**src/rtl/async_fifo_ptr_sync.sv**
```systemverilog
`default_nettype none
// ============================================================================
// Module   : async_fifo_ptr_sync
// Brief    : Gray-coded FIFO pointer synchronizer with registered binary view,
//            update strobe and sticky multi-bit-step error flag.
// Revision : 1.0 - initial release
// ============================================================================
module async_fifo_ptr_sync #(
    parameter int PTR_W    = 5,
    parameter int FLOP_CNT = 2
) (
    input  logic             clk,
    input  logic             reset_n,
    input  logic [PTR_W-1:0] gray_in,
    input  logic             clr_err,
    output logic [PTR_W-1:0] gray_sync,
    output logic [PTR_W-1:0] bin_sync,
    output logic             ptr_update,
    output logic             multi_bit_err
);

`ifdef ASSERT_ON
    generate
        if (FLOP_CNT < 2 || FLOP_CNT > 4) begin : g_bad_flop_cnt
            $error("async_fifo_ptr_sync: FLOP_CNT must be 2, 3 or 4");
        end
        if (PTR_W < 2 || PTR_W > 16) begin : g_bad_ptr_w
            $error("async_fifo_ptr_sync: PTR_W must be within 2..16");
        end
    endgenerate
`endif

    localparam logic [PTR_W-1:0] c_one = PTR_W'(1);

    logic [PTR_W-1:0] r_rank [FLOP_CNT];
    logic [PTR_W-1:0] r_gray_q;
    logic [PTR_W-1:0] w_diff;
    logic             w_multi;

    function automatic logic [PTR_W-1:0] gray2bin(input logic [PTR_W-1:0] g);
        logic [PTR_W-1:0] b;
        b[PTR_W-1] = g[PTR_W-1];
        for (int k = PTR_W - 2; k >= 0; k--) begin
            b[k] = b[k+1] ^ g[k];
        end
        return b;
    endfunction

    // Pure flop chain: only rank 0 may go metastable, nothing reconverges before the last rank.
    always_ff @(posedge clk or negedge reset_n) begin
        if (!reset_n) begin
            for (int i = 0; i < FLOP_CNT; i++) begin
                r_rank[i] <= '0;
            end
        end else begin
            r_rank[0] <= gray_in;
            for (int i = 1; i < FLOP_CNT; i++) begin
                r_rank[i] <= r_rank[i-1];
            end
        end
    end

    assign gray_sync = r_rank[FLOP_CNT-1];

    // More than one bit set in the step is detected by clearing the lowest set bit.
    assign w_diff  = gray_sync ^ r_gray_q;
    assign w_multi = ((w_diff & (w_diff - c_one)) != '0);

    always_ff @(posedge clk or negedge reset_n) begin
        if (!reset_n) begin
            r_gray_q      <= '0;
            bin_sync      <= '0;
            ptr_update    <= 1'b0;
            multi_bit_err <= 1'b0;
        end else begin
            r_gray_q   <= gray_sync;
            bin_sync   <= gray2bin(gray_sync);
            ptr_update <= (w_diff != '0);
            if (w_multi) begin
                multi_bit_err <= 1'b1;
            end else if (clr_err) begin
                multi_bit_err <= 1'b0;
            end
        end
    end

endmodule
`default_nettype wire

```
**config.mk**
```make
export PLATFORM = sky130hd
export DESIGN_NAME = async_fifo_ptr_sync
export DESIGN_NICKNAME = d
export VERILOG_FILES = /design/src/rtl/async_fifo_ptr_sync.sv
export SDC_FILE = /design/constraint.sdc
export NUM_CORES = 1
export LEC_CHECK = 0
export ABC_CLOCK_PERIOD_IN_PS = 1450
export CORE_MARGIN = 2
export CORE_UTILIZATION = 47
export CTS_BUF_LIST = sky130_fd_sc_hd__clkbuf_2
export DETAILED_ROUTE_END_ITERATION = 7
export GPL_ROUTABILITY_DRIVEN = 0
export PLACE_DENSITY = 0.78
export RECOVER_POWER = 100
export SYNTH_ARGS = -nofsm -noshare
export SYNTH_HDL_FRONTEND = slang
export SYNTH_SLANG_ARGS = --single-unit
```
**constraint.sdc**
```tcl
create_clock -name clk -period 1.45 [get_ports clk]
set_input_delay 0.29 -clock clk [delete_from_list [all_inputs] [get_ports clk]]
set_output_delay 0.29 -clock clk [all_outputs]
set_load 0.005 [all_outputs]
```
Word level (Yosys, flattened, before mapping)
Index checks and enable logic that the tools add are counted.

Output and inout port bits: 12. Bits in latches: 0. Bits in read-only memories: 0. Memory bits (writable): 0. Flip-flop bits (word level): 22. Logic and storage cells: 18. Memories: 0.

Multiplexer cells: 2. Order comparisons: 0. Divide/modulo/power cells: 0. Add/subtract/negate cells: 1. Bitwise gates (word level): 6. Multiply operators: 0. Shift-type cells: 0. Equal/unequal tests: 0. Reduce and logical (&&, ||, !) cells: 3.

Operators with widths (count): nonzero test 5 bit (2); AND 5 bit (1); subtractor 5 x 1 -> 5 bit (second input constant) (1); bitwise XOR 5 bit (1); bitwise XOR 1 bit (4); two-way mux 1 bit (2); nonzero test 2 bit (1).

Longest topological paths before layout
Gate-level depths: netlist of the first run.

Depth in word-level cells: 5. Gate-level depth with buffers: 3. Mapped depth without buffers: 3.

Worst setup path after synthesis of the first run
OpenSTA, ideal clock, no wires.

Kind: reg2reg. Start point: register r_rank (netlist bit gray_sync[3]). End point: register bin_sync[0]. Setup time: 0.127 ns. Required time: 1.323 ns. Setup slack: 0.193 ns. Data arrival time: 1.129 ns. Cell stages (with the launch flop): 4. Period minus slack after synthesis: 1.257 ns. Cell sequence: dfrtp_1 -> xor3_2 -> xor2_2 -> xor2_1.

Cells in the longest elaborated chain, start to end: 4.

Ends and longest elaborated chain: start, declared (RTL line 35) `logic [PTR_W-1:0] r_rank [FLOP_CNT];`; start signal, assigned by index (RTL line 58) `r_rank[i] <= r_rank[i-1];`; bitwise XOR 1 bit (4 in series) (RTL line 44) `b[k] = b[k+1] ^ g[k];`; end signal, assigned (RTL line 77) `bin_sync <= gray2bin(gray_sync);`; end, declared (RTL line 17) `output logic [PTR_W-1:0] bin_sync,`.

Every way passes these cells. A chain may end at the register's enable or synchronous reset.

Worst setup path in the final report of the first run
Ends and elaborated chain as after synthesis.

==> results of run 1 <==
## synth_stat cells (all sizes together)
master and n:
dfrtp 21, xor2 8, buf 6, a2111oi 1
a21oi 1, nand2b 1, nor2b 1, nor3 1
nor4 1, o31ai 1, xor3 1
## final timing paths
path	start	to	slack, ns	cells past startpoint
min in group asynchronous	reset_n	r_rank[9]	0.45	2
worst max register to register	gray_sync[3]	bin_sync[0]	0.06	4
worst max-delay path	gray_sync[3]	bin_sync[0]	0.06	4
max in group asynchronous	reset_n	gray_sync[1]	0.65	2
worst min-delay path	r_rank[7]	gray_sync[2]	0.37	0
worst min register to register	r_rank[7]	gray_sync[2]	0.37	0
## layout make-up
type | count | area (um^2)
clock buffer | 4 | 20.0
tap | 16 | 20.0
timing repair buffer | 26 | 219
multi-input combinational | 16 | 155
fill | 121 | 528
sequential | 21 | 529
## placed cells by master (no fill, tap or decap), drive strengths merged
cell,count
clkdlybuf4s25,1
nor2b,1
a21oi,1
clkbuf,7
nor3,1
dlygate4sd3,6
dfrtp,21
xor3,1
xor2,8
clkdlybuf4s50,1
buf,4
nor4,1
o31ai,1
nand2b,1
dlygate4sd2,11
a2111oi,1
## repair_timing
item	4_1_cts	5_1_grt
gates resized for setup	14	3
pin swaps	0	0
hold buffers	0	0
setup buffers	6	0
hold endpoints to repair	0	0
setup endpoints to repair	11	2
## cell families (layout without fill, tap and decap cells)
| family | after synthesis | in the layout |
|---|---|---|
| flops | 21 | 21 |
| compound gates | 3 | 3 |
| buf+inv | 6 | 30 |
| xor+xnor | 9 | 9 |
| simple gates | 4 | 4 |
## state kept, by name (all words and copies together), names as in the netlist
name and cells:
r_gray_q 4, multi_bit_err 1, r_rank 5, bin_sync 5
ptr_update 1, gray_sync 5
## where the power goes
group	switching, mW	internal (mW)
sequential	0.0142	0.630
combinational	0.0653	0.0812
clock	0.159	0.0731
total	0.238	0.785
## metal layers
layer	part of all wire (%)	routed length (um)
met1	38	398
met2	51	529
met3	6.7	69
met4	3.6	37
met5	0	0
==> flow_summary.toml, run 1 <==
[place]
placed_cell_area_um2 = 891
place_hpwl_um = 656
dp_cells = 73
dpl_worst_slack_ns = 0.148
numPortBuffers = 19

[floorplan]
num_rows = 14
start_util_pct = 48.8
coreArea_um2 = 1470
die_h_um = 43.1
die_area_um2 = 1860
die-width_um = 43.1
pin_count = 20

[synthesis]
yosys.area.top_type_share_pct = 73.2
synth_top_family_by_area = "XOR/XNOR gates"
ys_seq_area_share_pct = 73.2
yosysWarnings = 0
syn_inst = 43
ys_ff_latch = 21
synthDistinctLibCells = 12
synth_compound_area_share_pct = 2.96
synth.mux.area_fraction_pct = 0
yosys.area_share.simple_pct = 3.31
ys_top_cells_by_area = "dfrtp_1, xor2_1, buf_4, xor3_2, xor2_2"
yosys.area_share.adder_pct = 0
syn-cell-area_um2 = 718
synth-xor-area-share_pct = 14.3
syn-num-nets = 51
syn_area_per_cell_um2 = 16.7
yosysTopAreaCell = "dfrtp_1"

[job]
cap_violations = 0

[cells_and_area]
fin_util_pct = 64.1
final_nets = 76
design_area_um2 = 943
diodes = 0
fin_cells = 83
drive_gt1_share_pct = 22.4
areaGrowthSynthToFinish_pct = 31.4

[sta]
finalMaxSlewViolations = 0
holdWs_ns = 0.371
maxSlewHeadroom_pct = 67.2
setup-violations-final = 0
fin_crit_ns = 1.39
fmax_mhz = 719
worst_slack_ns = 0.0595
rsz0062_at_grt = "no"
worstMarginPinSlew_ns = 0.493
report.final.hold_viol_count = 0
finalCritPeriodShare_pct = 95.9
tns_ns = 0
skew_ns = 0.00218

[clock_tree]
cts_tree = "built"
clock_sinks = 21
cts_buffer_depth = 2
cts_htree_levels = 1
clock_latency_ns = 0.30
cts-buffers-inserted = 3
root_buffer = "clkbuf_2"
path_clk_slew_ns = 0.18

[routing]
drt-total-wl_mm = 1.03
dr_total_vias = 397
viasPerCell = 4.78
firstDrtPassIters = 4
remaining_drc_errors = 0
wl_per_cell_um = 12.5
drt_iter0_drc = 12
ant_nets = 0

[pwr]
total_power_mw = 1.02
p_per_area_nw_per_um2 = 1080
leakage_nw = 0.426
ir_drop_mv = 0.712

[critical_path]
critPathTopFamily = "XOR/XNOR gates"
cp-start-kind = "flip-flop"
path_cells = "buf_4 -> xor3_2 -> xor2_2 -> xor2_1"
crit_type = "flip-flop to flip-flop"
crit_fanout = 4
cp-end-kind = "flip-flop"
cp_slowest_stage_delay_ns = 0.44
arrival_ns = 1.60
crit_slowest_cell = "dfrtp_2"
path_buf_inv = 1
crit_required_ns = 1.66

[global_route]
grt_busiest_layer = "met2"
grt_util_met3_pct = 3.40
grt_pass1_wl_mm = 1.73
use_met1_pct = 13.5
grt_start_max_net_pins = 22
grt_overflow = 0
antenna_found_initial = 0
use_met2_pct = 22.1
grt_pass1_vias = 447
grt_usage_pct = 13.4

[min_path]
min_path_type = "flip-flop to flip-flop"

[status]
status = "finished, final reports clean"
No activity file was read; power rests on OpenSTA's default activity.
==> inputs of run 2 (changes only) <==
--- a/config.mk
+++ b/config.mk
@@ -13,6 +13,7 @@
 export GPL_ROUTABILITY_DRIVEN = 0
 export PLACE_DENSITY = 0.78
 export RECOVER_POWER = 100
+export SETUP_SLACK_MARGIN = 0.15
 export SYNTH_ARGS = -nofsm -noshare
 export SYNTH_HDL_FRONTEND = slang
 export SYNTH_SLANG_ARGS = --single-unit
==> flow_summary.toml, run 2 (synthesis gave the netlist of run 1 again) <==
[clock_tree]
cts-buffers-inserted = 3
root_buffer = "clkbuf_2"
cts_buffer_depth = 2
cts_tree = "built"
path_clk_slew_ns = 0.18
clock_latency_ns = 0.29
cts_htree_levels = 1
holdBufCountCts = 0
clock_sinks = 21

[floorplan]
die-width_um = 43.1
num_rows = 14
die_area_um2 = 1860
pin_count = 20
start_util_pct = 48.8
coreArea_um2 = 1470
die_h_um = 43.1

[place]
place_hpwl_um = 656
numPortBuffers = 19
dpl_worst_slack_ns = 0.148

[global_route]
grt_overflow = 0
grt_pass1_vias = 439
grt_start_max_net_pins = 22
grt_pass1_wl_mm = 1.81
antenna_found_initial = 0
grt_usage_pct = 14.0

[cells_and_area]
layout_common_cells = "dfrtp_1, dlygate4sd3_1, dlygate4sd2_1, clkdlybuf4s25_1, clkbuf_2"
final_nets = 77
areaGrowthSynthToFinish_pct = 46.2
layout_commonest_cell = "dfrtp_1"
fillers = 100
diodes = 0
drive_gt1_share_pct = 30.9

[sta]
fmax_mhz = 725
fin_crit_ns = 1.38
finalMaxSlewViolations = 0
finalCritPeriodShare_pct = 95.1
rsz0062_at_grt = "yes"
report.final.hold_viol_count = 0
skew_ns = 0.00391
maxSlewHeadroom_pct = 67.2
worst_slack_ns = 0.0713
setup-violations-final = 0
worstMarginPinSlew_ns = 0.491
tns_ns = 0

[critical_path]
crit_required_ns = 1.66
arrival_ns = 1.59
crit_type = "flip-flop to flip-flop"
cp-end-kind = "flip-flop"
crit_fanout = 3
cp-start-kind = "flip-flop"

[pwr]
p_per_area_nw_per_um2 = 1010
leakage_nw = 0.443
ir_drop_mv = 0.731

[routing]
drt-total-wl_mm = 1.10
dr_total_vias = 403
drt_iter0_drc = 1
firstDrtPassIters = 2
viasPerCell = 4.80
wl_per_cell_um = 13.1
remaining_drc_errors = 0
ant_nets = 0

[min_path]
min_path_type = "flip-flop to flip-flop"

[job]
cap_violations = 0

[status]
status = "finished, final reports clean"
## run 2: layout make-up
cell class	instances	area (um^2)	share of cell area, %
flip-flops and latches	21	529	50.4
well taps	16	20.0	1.91
repair buffers	27	244	23.2
multi-input cells	16	236	22.5
clock buffers	4	20.0	1.91
## run 2: power by group
part | internal [mW] | total [mW] | switching [mW]
logic | 0.100 | 0.179 | 0.0783
clock network | 0.0731 | 0.230 | 0.157
registers | 0.630 | 0.651 | 0.0202
## run 2: final timing paths
path | slack [ns] | start | depth (start not counted) | end
max | 0.07 | gray_sync[2] | 4 | bin_sync[0]
min | 0.37 | r_rank[5] | 0 | gray_sync[0]
max reg2reg | 0.07 | gray_sync[2] | 4 | bin_sync[0]
min reg2reg | 0.37 | r_rank[5] | 0 | gray_sync[0]
max in group asynchronous | 0.64 | reset_n | 2 | gray_sync[3]
min in group asynchronous | 0.45 | reset_n | 2 | r_gray_q[1]
## run 2: stage by stage
step	std cells	utilization, %	total power, mW	cell area (um^2)	hold WS, ns
after floorplan	43	-	0.723	718	-0.00559
after CTS	83	70.0	1.06	1030	0.283
after global routing	84	71.3	1.11	1050	0.384
after detailed placement	73	60.5	0.816	891	0.335
after global placement	73	60.5	0.812	891	0.332
final	84	71.3	1.06	1050	0.372
## run 2: per-layer routing
layer	global-route usage (%)	share of wire, %	vias up
li1	-	-	181
met1	15.0	37	207
met2	24.5	56	13
met3	2.98	5.6	2
met4	9.09	1.4	0
met5	0	0	-
## run 2: what timing repair did
action,CTS,global route
resized for setup,29,10
pin swaps,4,2
setup buffers,6,1
setup endpoints to repair,14,9
## run 2: critical path: stages, from the launching register on
cell,delay (ns)
dfrtp_1,0.41
buf_6,0.13
xor3_2,0.45
xor2_2,0.17
xor2_1,0.14
==> inputs of run 3 (changes only) <==
--- a/config.mk
+++ b/config.mk
@@ -6,7 +6,7 @@
 export NUM_CORES = 1
 export LEC_CHECK = 0
 export ABC_CLOCK_PERIOD_IN_PS = 1450
-export CORE_MARGIN = 2
+export CORE_MARGIN = 5
 export CORE_UTILIZATION = 47
 export CTS_BUF_LIST = sky130_fd_sc_hd__clkbuf_2
 export DETAILED_ROUTE_END_ITERATION = 7
==> flow_summary.toml, run 3 (synthesis gave the netlist of run 1 again) <==
[status]
status = "finished, final reports clean"

[sta]
finalCritPeriodShare_pct = 94.2
maxSlewHeadroom_pct = 67.8
finalMaxSlewViolations = 0
tns_ns = 0
report.final.hold_viol_count = 0
setup-violations-final = 0
skew_ns = 0.000785
worstMarginPinSlew_ns = 0.483
worst_slack_ns = 0.0843
fin_crit_ns = 1.37
holdWs_ns = 0.373
rsz0062_at_grt = "yes"
fmax_mhz = 732

[critical_path]
cp-start-kind = "flip-flop"
crit_required_ns = 1.66
critPathTopFamily = "XOR/XNOR gates"
cp_slowest_stage_delay_ns = 0.44
crit_slowest_cell = "dfrtp_2"
cp-end-kind = "flip-flop"
path_buf_inv = 1
rrSetupSlack_ns = 0.08
path_cells = "buf_6 -> xor3_1 -> xor2_2 -> xor2_1"
crit_fanout = 4
crit_type = "flip-flop to flip-flop"
arrival_ns = 1.58

[cells_and_area]
fillers = 120
layout_common_cells = "dfrtp_1, clkdlybuf4s25_1, clkbuf_2, dlygate4sd3_1, xor2_1"
drive_gt1_share_pct = 26.2
layout_commonest_cell = "dfrtp_1"
diodes = 0
final_nets = 74
areaGrowthSynthToFinish_pct = 37.5

[place]
numPortBuffers = 19
dpl_worst_slack_ns = 0.108
place_hpwl_um = 779

[clock_tree]
cts-buffers-inserted = 3
cts_tree = "built"
clock_latency_ns = 0.30
cts_htree_levels = 1
cts_buffer_depth = 2
root_buffer = "clkbuf_2"
path_clk_slew_ns = 0.17
clock_sinks = 21

[routing]
remaining_drc_errors = 0
ant_nets = 0
firstDrtPassIters = 2
drt-total-wl_mm = 1.12
drt_iter0_drc = 4
dr_total_vias = 390
wl_per_cell_um = 13.8
viasPerCell = 4.81

[min_path]
min_path_type = "flip-flop to flip-flop"

[global_route]
grt_pass1_wl_mm = 1.88
grt_start_max_net_pins = 22
antenna_found_initial = 0
grt_overflow = 0
grt_usage_pct = 10.5
grt_pass1_vias = 441

[job]
cap_violations = 0

[floorplan]
die-width_um = 49.1
coreArea_um2 = 1470
pin_count = 20
die_h_um = 49.1
num_rows = 14
start_util_pct = 48.8
die_area_um2 = 2410

[pwr]
p_int_mw = 0.798
pwr-share-comb_pct = 16.1
p_clk_share_pct = 22.1
seqPwrFrac_pct = 61.9
power.switching_mw = 0.254
ir_drop_mv = 0.635
netSwitchingFraction_pct = 24.1
p_per_area_nw_per_um2 = 1070
leakage_nw = 0.419
==> run 3: stage by stage <==
stage	instance area, um^2	power [mW]	util (%)	instances
after floorplan	718	0.723	-	43
after global placement	891	0.814	60.5	73
after detailed placement	891	0.819	60.5	73
after CTS	953	1.05	64.8	81
after global routing	987	1.11	67.1	81
final	987	1.05	67.1	81
==> run 3: area by class of cell <==
class | instances | area, um^2 | area share (%)
Clock buffer | 4 | 20.0 | 2.03
Multi-Input combinational cell | 16 | 205 | 20.8
Sequential cell | 21 | 528 | 53.5
Tap cell | 16 | 20.0 | 2.03
Timing Repair Buffer | 24 | 214 | 21.7
==> run 3: final timing paths <==
| check | start | end | cells past startpoint |
|---|---|---|---|
| max in group asynchronous | reset_n | gray_sync[3] | 2 |
| min in group asynchronous | reset_n | r_rank[9] | 2 |
| min | r_rank[6] | gray_sync[1] | 0 |
| max | gray_sync[4] | bin_sync[0] | 4 |
| min reg2reg | r_rank[6] | gray_sync[1] | 0 |
| max reg2reg | gray_sync[4] | bin_sync[0] | 4 |
==> run 3: timing repair <==
| action | 4_1_cts | 5_1_grt |
|---|---|---|
| resized for setup | 26 | 15 |
| pin swaps | 3 | 2 |
| setup buffers | 4 | 0 |
| endpoints found under the setup margin | 15 | 11 |
| hold buffers | 0 | 0 |
==> run 3: per-layer routing <==
metal	GRT usage, %	part of all wire (%)	vias up
li1	-	-	176
met1	10.4	38	195
met2	16.7	53	15
met3	3.06	6.9	4
met4	10.8	2.6	0
met5	0	0	-
==> run 3: worst register-to-register path, stage by stage (launching register included) <==
cell and delay (ns):
dfrtp_2 0.44, buf_6 0.13, xor3_1 0.39, xor2_2 0.17, xor2_1 0.14
==> run 3: power groups by stage <==
stage | combinational [mW] | sequential (mW) | clock, mW
after floorplan | 0.0588 | 0.664 | 0
after global placement | 0.151 | 0.663 | 0
after detailed placement | 0.154 | 0.665 | 0
after CTS | 0.156 | 0.648 | 0.249
after global routing | 0.185 | 0.656 | 0.267
final | 0.169 | 0.651 | 0.232
==> edit 1, RTL diff (settings of run 3) <==
Reset style: synchronous (`reset_n`), changed in 2 clocked blocks. Comments in the files are not updated.
--- a/src/rtl/async_fifo_ptr_sync.sv
+++ b/src/rtl/async_fifo_ptr_sync.sv
@@ -48,5 +48,5 @@
 
     // Pure flop chain: only rank 0 may go metastable, nothing reconverges before the last rank.
-    always_ff @(posedge clk or negedge reset_n) begin
+    always_ff @(posedge clk) begin
         if (!reset_n) begin
             for (int i = 0; i < FLOP_CNT; i++) begin
@@ -67,5 +67,5 @@
     assign w_multi = ((w_diff & (w_diff - c_one)) != '0);
 
-    always_ff @(posedge clk or negedge reset_n) begin
+    always_ff @(posedge clk) begin
         if (!reset_n) begin
             r_gray_q      <= '0;
Check against the original RTL: differs if reset_n is asserted again (counterexample within 4 cycles, from zero or initial values and one cycle with reset_n low); with reset_n held inactive, the same outputs for 10 cycles.
==> edit 1 against run 3 <==
- wire length rose by 4.1%
- total power fell by 7.0%
- design area fell by 4.3%
- largest cell class unchanged
- critical path depth rose by 1
- sequential cell count did not move
- area after synthesis rose by 2.6%
- worst hold slack improved by 0.079 ns
- clock skew rose by 0.0064 ns
- setup slack improved by 0.077 ns
==> edit 1: results (changes against run 3) <==
[synthesis]
synth_common_cells=dfxtp_1, and2_1, buf_4, xnor2_1, nor2_1
synth_xor_area_frac=0.139  ; -0.00364
synth_area_leaders=dfxtp_1, and2_1, xnor2_1
yosys_warnings=0  ; unchanged
synth_ff_type=dfxtp_1
synth_top_area_frac=0.570  ; -0.161
synth_cell_types=16  ; +4
synth-compound-area-share=0.0374  ; +0.00773
synth_mux_area_frac=0  ; unchanged
yosysMostFrequentCell=dfxtp_1
yosysSeqAreaShare=0.570  ; -0.161
synthAdderAreaFrac=0  ; unchanged
async_flop_share=0  ; -1.00
syn_nets=76  ; +49%

[setup_path]
startpoint=r_rank[0][8]
cp_top_family=XOR/XNOR gates
r2r_cells=5  ; +1
critPathMaxStageDelay_ns=0.38  ; -0.06 ns
worstSetupStartpointType=register
worstPathArrival_ns=1.52  ; -0.06 ns
slowest_stage=dfxtp_4
reg2reg_slack_ns=0.16  ; +0.08 ns
worstPathMaxFanout=3  ; -1
critical_path.endpoint=bin_sync[1]

[drt]
wl_per_cell_um=10.9  ; -21%
first_iter_violations=2  ; -2
vias=492  ; +26%
drt_first_pass_iters=4  ; +2

[hold_path]
min_to=r_rank[0][5]
whs_path_depth=1  ; +1
hold_path.startpoint=r_rank[0][0]
hold_class=reg2reg

[layout]
final_layout_size_suffix_gt1_frac=0.154  ; -0.108
nets=100  ; +35%
top_regs=r_rank (10), bin_sync (5), r_gray_q (4)
insertedDiodeCount=0  ; unchanged

[global_route]
grt_first_pass_wirelength_mm=1.85  ; -1.4%
track_usage=0.101  ; -0.00464
grt_max_degree=12  ; -45%
grt_pass1_vias=477  ; +8.2%
antenna_found_initial=0  ; unchanged

[power_and_ir_drop]
p_leak_uw=0.000445  ; +6.2%
ir_worst_vdd_mv=0.560  ; -12%
p_int_uw=754  ; -5.5%

[status]
status=finished clean

[timing]
finalClockSkew_ns=0.00722  ; +0.00643 ns
setup_viol=0  ; unchanged
holdWs_ns=0.452  ; +0.0788 ns
tightestPinTransition_ns=0.334  ; -0.149 ns

[cts]
cts-root-buf=clkbuf_2
cts_buffer_depth=2  ; unchanged
cts.htree.levels=1  ; unchanged
post_cts_buffers=5  ; +1
numCtsBuffers=3  ; unchanged
post_cts_resized=23  ; -12%
clkSlewWorstSetupHoldPaths_ns=0.18
insertion_delay_ns=0.31

[place]
io_buffers=19  ; unchanged
post-dp-hpwl_um=835  ; +7.1%

## edit 1: changes by cell type after synthesis, moves of 2 or more
cell / delta
dfrtp_1: -21
dfxtp_1: +21
and2_1: +14
xnor2_1: +6
xor2_1: -5
nor2_1: +4
and2_2: +2
inv_1: +2
nand2_1: +2
o22ai_1: +2
## edit 1: worst register-to-register path, delay by kind of cell, from the launching register on
kind,cells,cell delay (ns)
xor gates and xnor gates,3,0.66
buffers and inverters,1,0.14
DFF,1,0.38
and+or+nand+nor,1,0.05
## edit 1: stage by stage
stage	power, µW	setup slack (ns)	std cells	area, µm²
6_report	979	0.161	107	945
5_1_grt	1030	0.0840	107	945
4_1_cts	1000	0.188	107	973
3_5_place_dp	775	0.133	98	913
3_3_place_gp	771	0.157	98	913
2_1_floorplan	707	0.402	68	737
## edit 1: logic make-up (layout without fill, tap and decap cells)
kind of cell	count (synthesis)	after routing
flip-flops	21	21
AND/OR/NAND/NOR	23	23
XOR/XNOR	10	10
buffers and inverters	9	32
AO/OA/AOI/OAI	5	5
## edit 1: power groups by stage
stage | Sequential [µW] | Combinational (µW) | Clock, µW
floorplan | 638 | 68.4 | 0
global placement | 636 | 135 | 0
detailed placement | 637 | 138 | 0
CTS | 618 | 136 | 249
global route | 620 | 139 | 270
finish | 616 | 126 | 237
## edit 1: area by class of cell
| class | instances | area [µm²] |
|---|---|---|
| fillers | 138 | 544 |
| repair buffers | 26 | 220 |
| clock buffers | 4 | 20.0 |
| flip-flops and latches | 21 | 432 |
| well taps | 16 | 20.0 |
| multi-input cells | 38 | 245 |
| inverters | 2 | 7.51 |
## edit 1: metal layers
layer,part of all wire,wire [µm],global-route usage,up-vias
met2,0.50,585,0.176,17
met4,0.016,19,0.0655,0
met3,0.093,108,0.0452,2
met1,0.39,454,0.0914,221
li1,-,-,-,252
met5,0,0,0,-
==> edit 2, RTL diff (settings of run 3) <==
Without the edit above. Change the parameter `FLOP_CNT` from 2 to 4.
--- a/src/rtl/async_fifo_ptr_sync.sv
+++ b/src/rtl/async_fifo_ptr_sync.sv
@@ -8,5 +8,5 @@
 module async_fifo_ptr_sync #(
     parameter int PTR_W    = 5,
-    parameter int FLOP_CNT = 2
+    parameter int FLOP_CNT = 4
 ) (
     input  logic             clk,
Formal check against the unedited RTL: not equivalent (Yosys sat finds a counterexample within 4 cycles, from zero or initial values and one cycle with reset_n low).
==> edit 2 against run 3 <==
- sequential share of layout area rose by 6.4 points
- area after synthesis grew 35%
- total power grew 42%
- critical path depth is the same
- via count rose by 30%
- combinational power grew 19%
- first-iteration DRC count is 25% lower
- design area is 32% higher
- global-route usage grew 0.85 points
- sequential cell count up 10
- wire length is 40% higher
- setup slack got worse by 0.066 ns
- worst hold slack got worse by 0.011 ns
- largest cell class unchanged
==> edit 2: results (changes against run 3) <==
[status]
status=finished clean

[drt]
first_iter_violations=3  ; -1
vias=507  ; +30%
drt_first_pass_iters=4  ; +2
via_per_inst=4.57  ; -5.1%
wl_per_cell_um=14.1  ; +1.9%

[global_route]
grt_first_pass_wirelength_mm=2.57  ; +37%
grt_max_degree=32  ; +45%
grt_pass1_vias=559  ; +27%
track_usage=0.114  ; +0.00845

[place]
pre_cts_ws_ns=0.116  ; +0.00799 ns
post-dp-hpwl_um=952  ; +22%
post-place-cells=94  ; +29%
post_dp_cell_area_um2=1170  ; +31%

[layout]
fillCellCount=149  ; +24%
regMostFlops=r_rank
final_layout_size_suffix_gt1_frac=0.381  ; +0.119
largest_reg_flops=15
insertedDiodeCount=0  ; unchanged
nets=92  ; +24%

[setup_path]
worstPathArrival_ns=1.65  ; +0.07 ns
critPathMaxStageDelay_ns=0.43
slowest_stage=dfrtp_2
worstPathMaxFanout=3  ; -1

[cts]
cts.htree.levels=2  ; +1
insertion_delay_ns=0.32  ; +0.02 ns
clkSlewWorstSetupHoldPaths_ns=0.13  ; -0.04 ns
ctsHoldBuffers=0  ; unchanged
numCtsBuffers=5  ; +2

[synthesis]
synth_area_per_cell_um2=18.3  ; +9.4%
synth_cell_types=12  ; unchanged
synth_common_cells=dfrtp_1, xor2_1, buf_4
syn_nets=61  ; +20%
synth_area_leaders=dfrtp_1, xor2_1, buf_4
async_flop_share=1.00  ; unchanged
yosysSeqAreaShare=0.801  ; +0.0693

[power_and_ir_drop]
p_leak_uw=0.000586  ; +40%
ir_worst_vdd_mv=0.701  ; +10%

[timing]
finalClockSkew_ns=0.00616  ; +0.00538 ns
tightestPinTransition_ns=0.707  ; +0.224 ns

[hold_path]
hold_class=reg2reg

==> edit 2: cell types whose count changed after synthesis <==
cell / change
dfrtp_1: +10
==> edit 2: kinds of logic after synthesis <==
family	Yosys count	share of synthesized area
xor+xnor	9	0.106
compound gates	3	0.0220
buf+inv	6	0.0465
flops	31	0.801
simple gates	4	0.0246
==> edit 2: path summary, 6_finish.rpt <==
| check | end | startpoint | depth (start not counted) | slack, ns |
|---|---|---|---|---|
| max | bin_sync[0] | gray_sync[3] | 4 | 0.02 |
| min | r_rank[7] | r_rank[12] | 0 | 0.36 |
| max reg2reg | bin_sync[0] | gray_sync[3] | 4 | 0.02 |
| min reg2reg | r_rank[7] | r_rank[12] | 0 | 0.36 |
| max in group asynchronous | gray_sync[3] | reset_n | 2 | 0.41 |
| min in group asynchronous | r_gray_q[0] | reset_n | 2 | 0.54 |
==> edit 2: report_power, final <==
part | leakage [µW] | switching [µW] | total [µW] | internal, µW
clock | 0.0000262 | 244 | 346 | 102
combinational | 0.000207 | 91.5 | 201 | 109
sequential | 0.000353 | 22.6 | 946 | 923
total | 0.000586 | 358 | 1490 | 1130
==> edit 2: per-stage QoR <==
step                power [µW]  utilization
CTS                       1490        0.655
detailed placement        1130        0.595
global placement          1120        0.595
floorplan                 1020            -
global route              1580        0.663
finish                    1490        0.663
==> edit 2: layer usage <==
layer	vias up	track usage	wire (µm)
met5	-	0	0
met1	254	0.100	520
met4	0	0.0417	0
met2	31	0.198	884
li1	222	-	-
met3	0	0.0816	161
==> edit 2: repair_timing <==
| action | 4_1_cts | 5_1_grt |
|---|---|---|
| pin swaps | 4 | 3 |
| gates resized for setup | 24 | 17 |
| setup endpoints to repair | 14 | 16 |
| hold endpoints to repair | 0 | 0 |
| setup buffers | 8 | 2 |
==> edit 2: area by class of cell <==
class / instances / area (µm²) / share of cell area
clock buffer: 5 / 25.0 / 0.0192
timing repair buffer: 30 / 251 / 0.193
multi-input combinational: 16 / 203 / 0.156
sequential: 31 / 779 / 0.599
clock inverter: 2 / 8.76 / 0.00673
tap: 27 / 33.8 / 0.0260
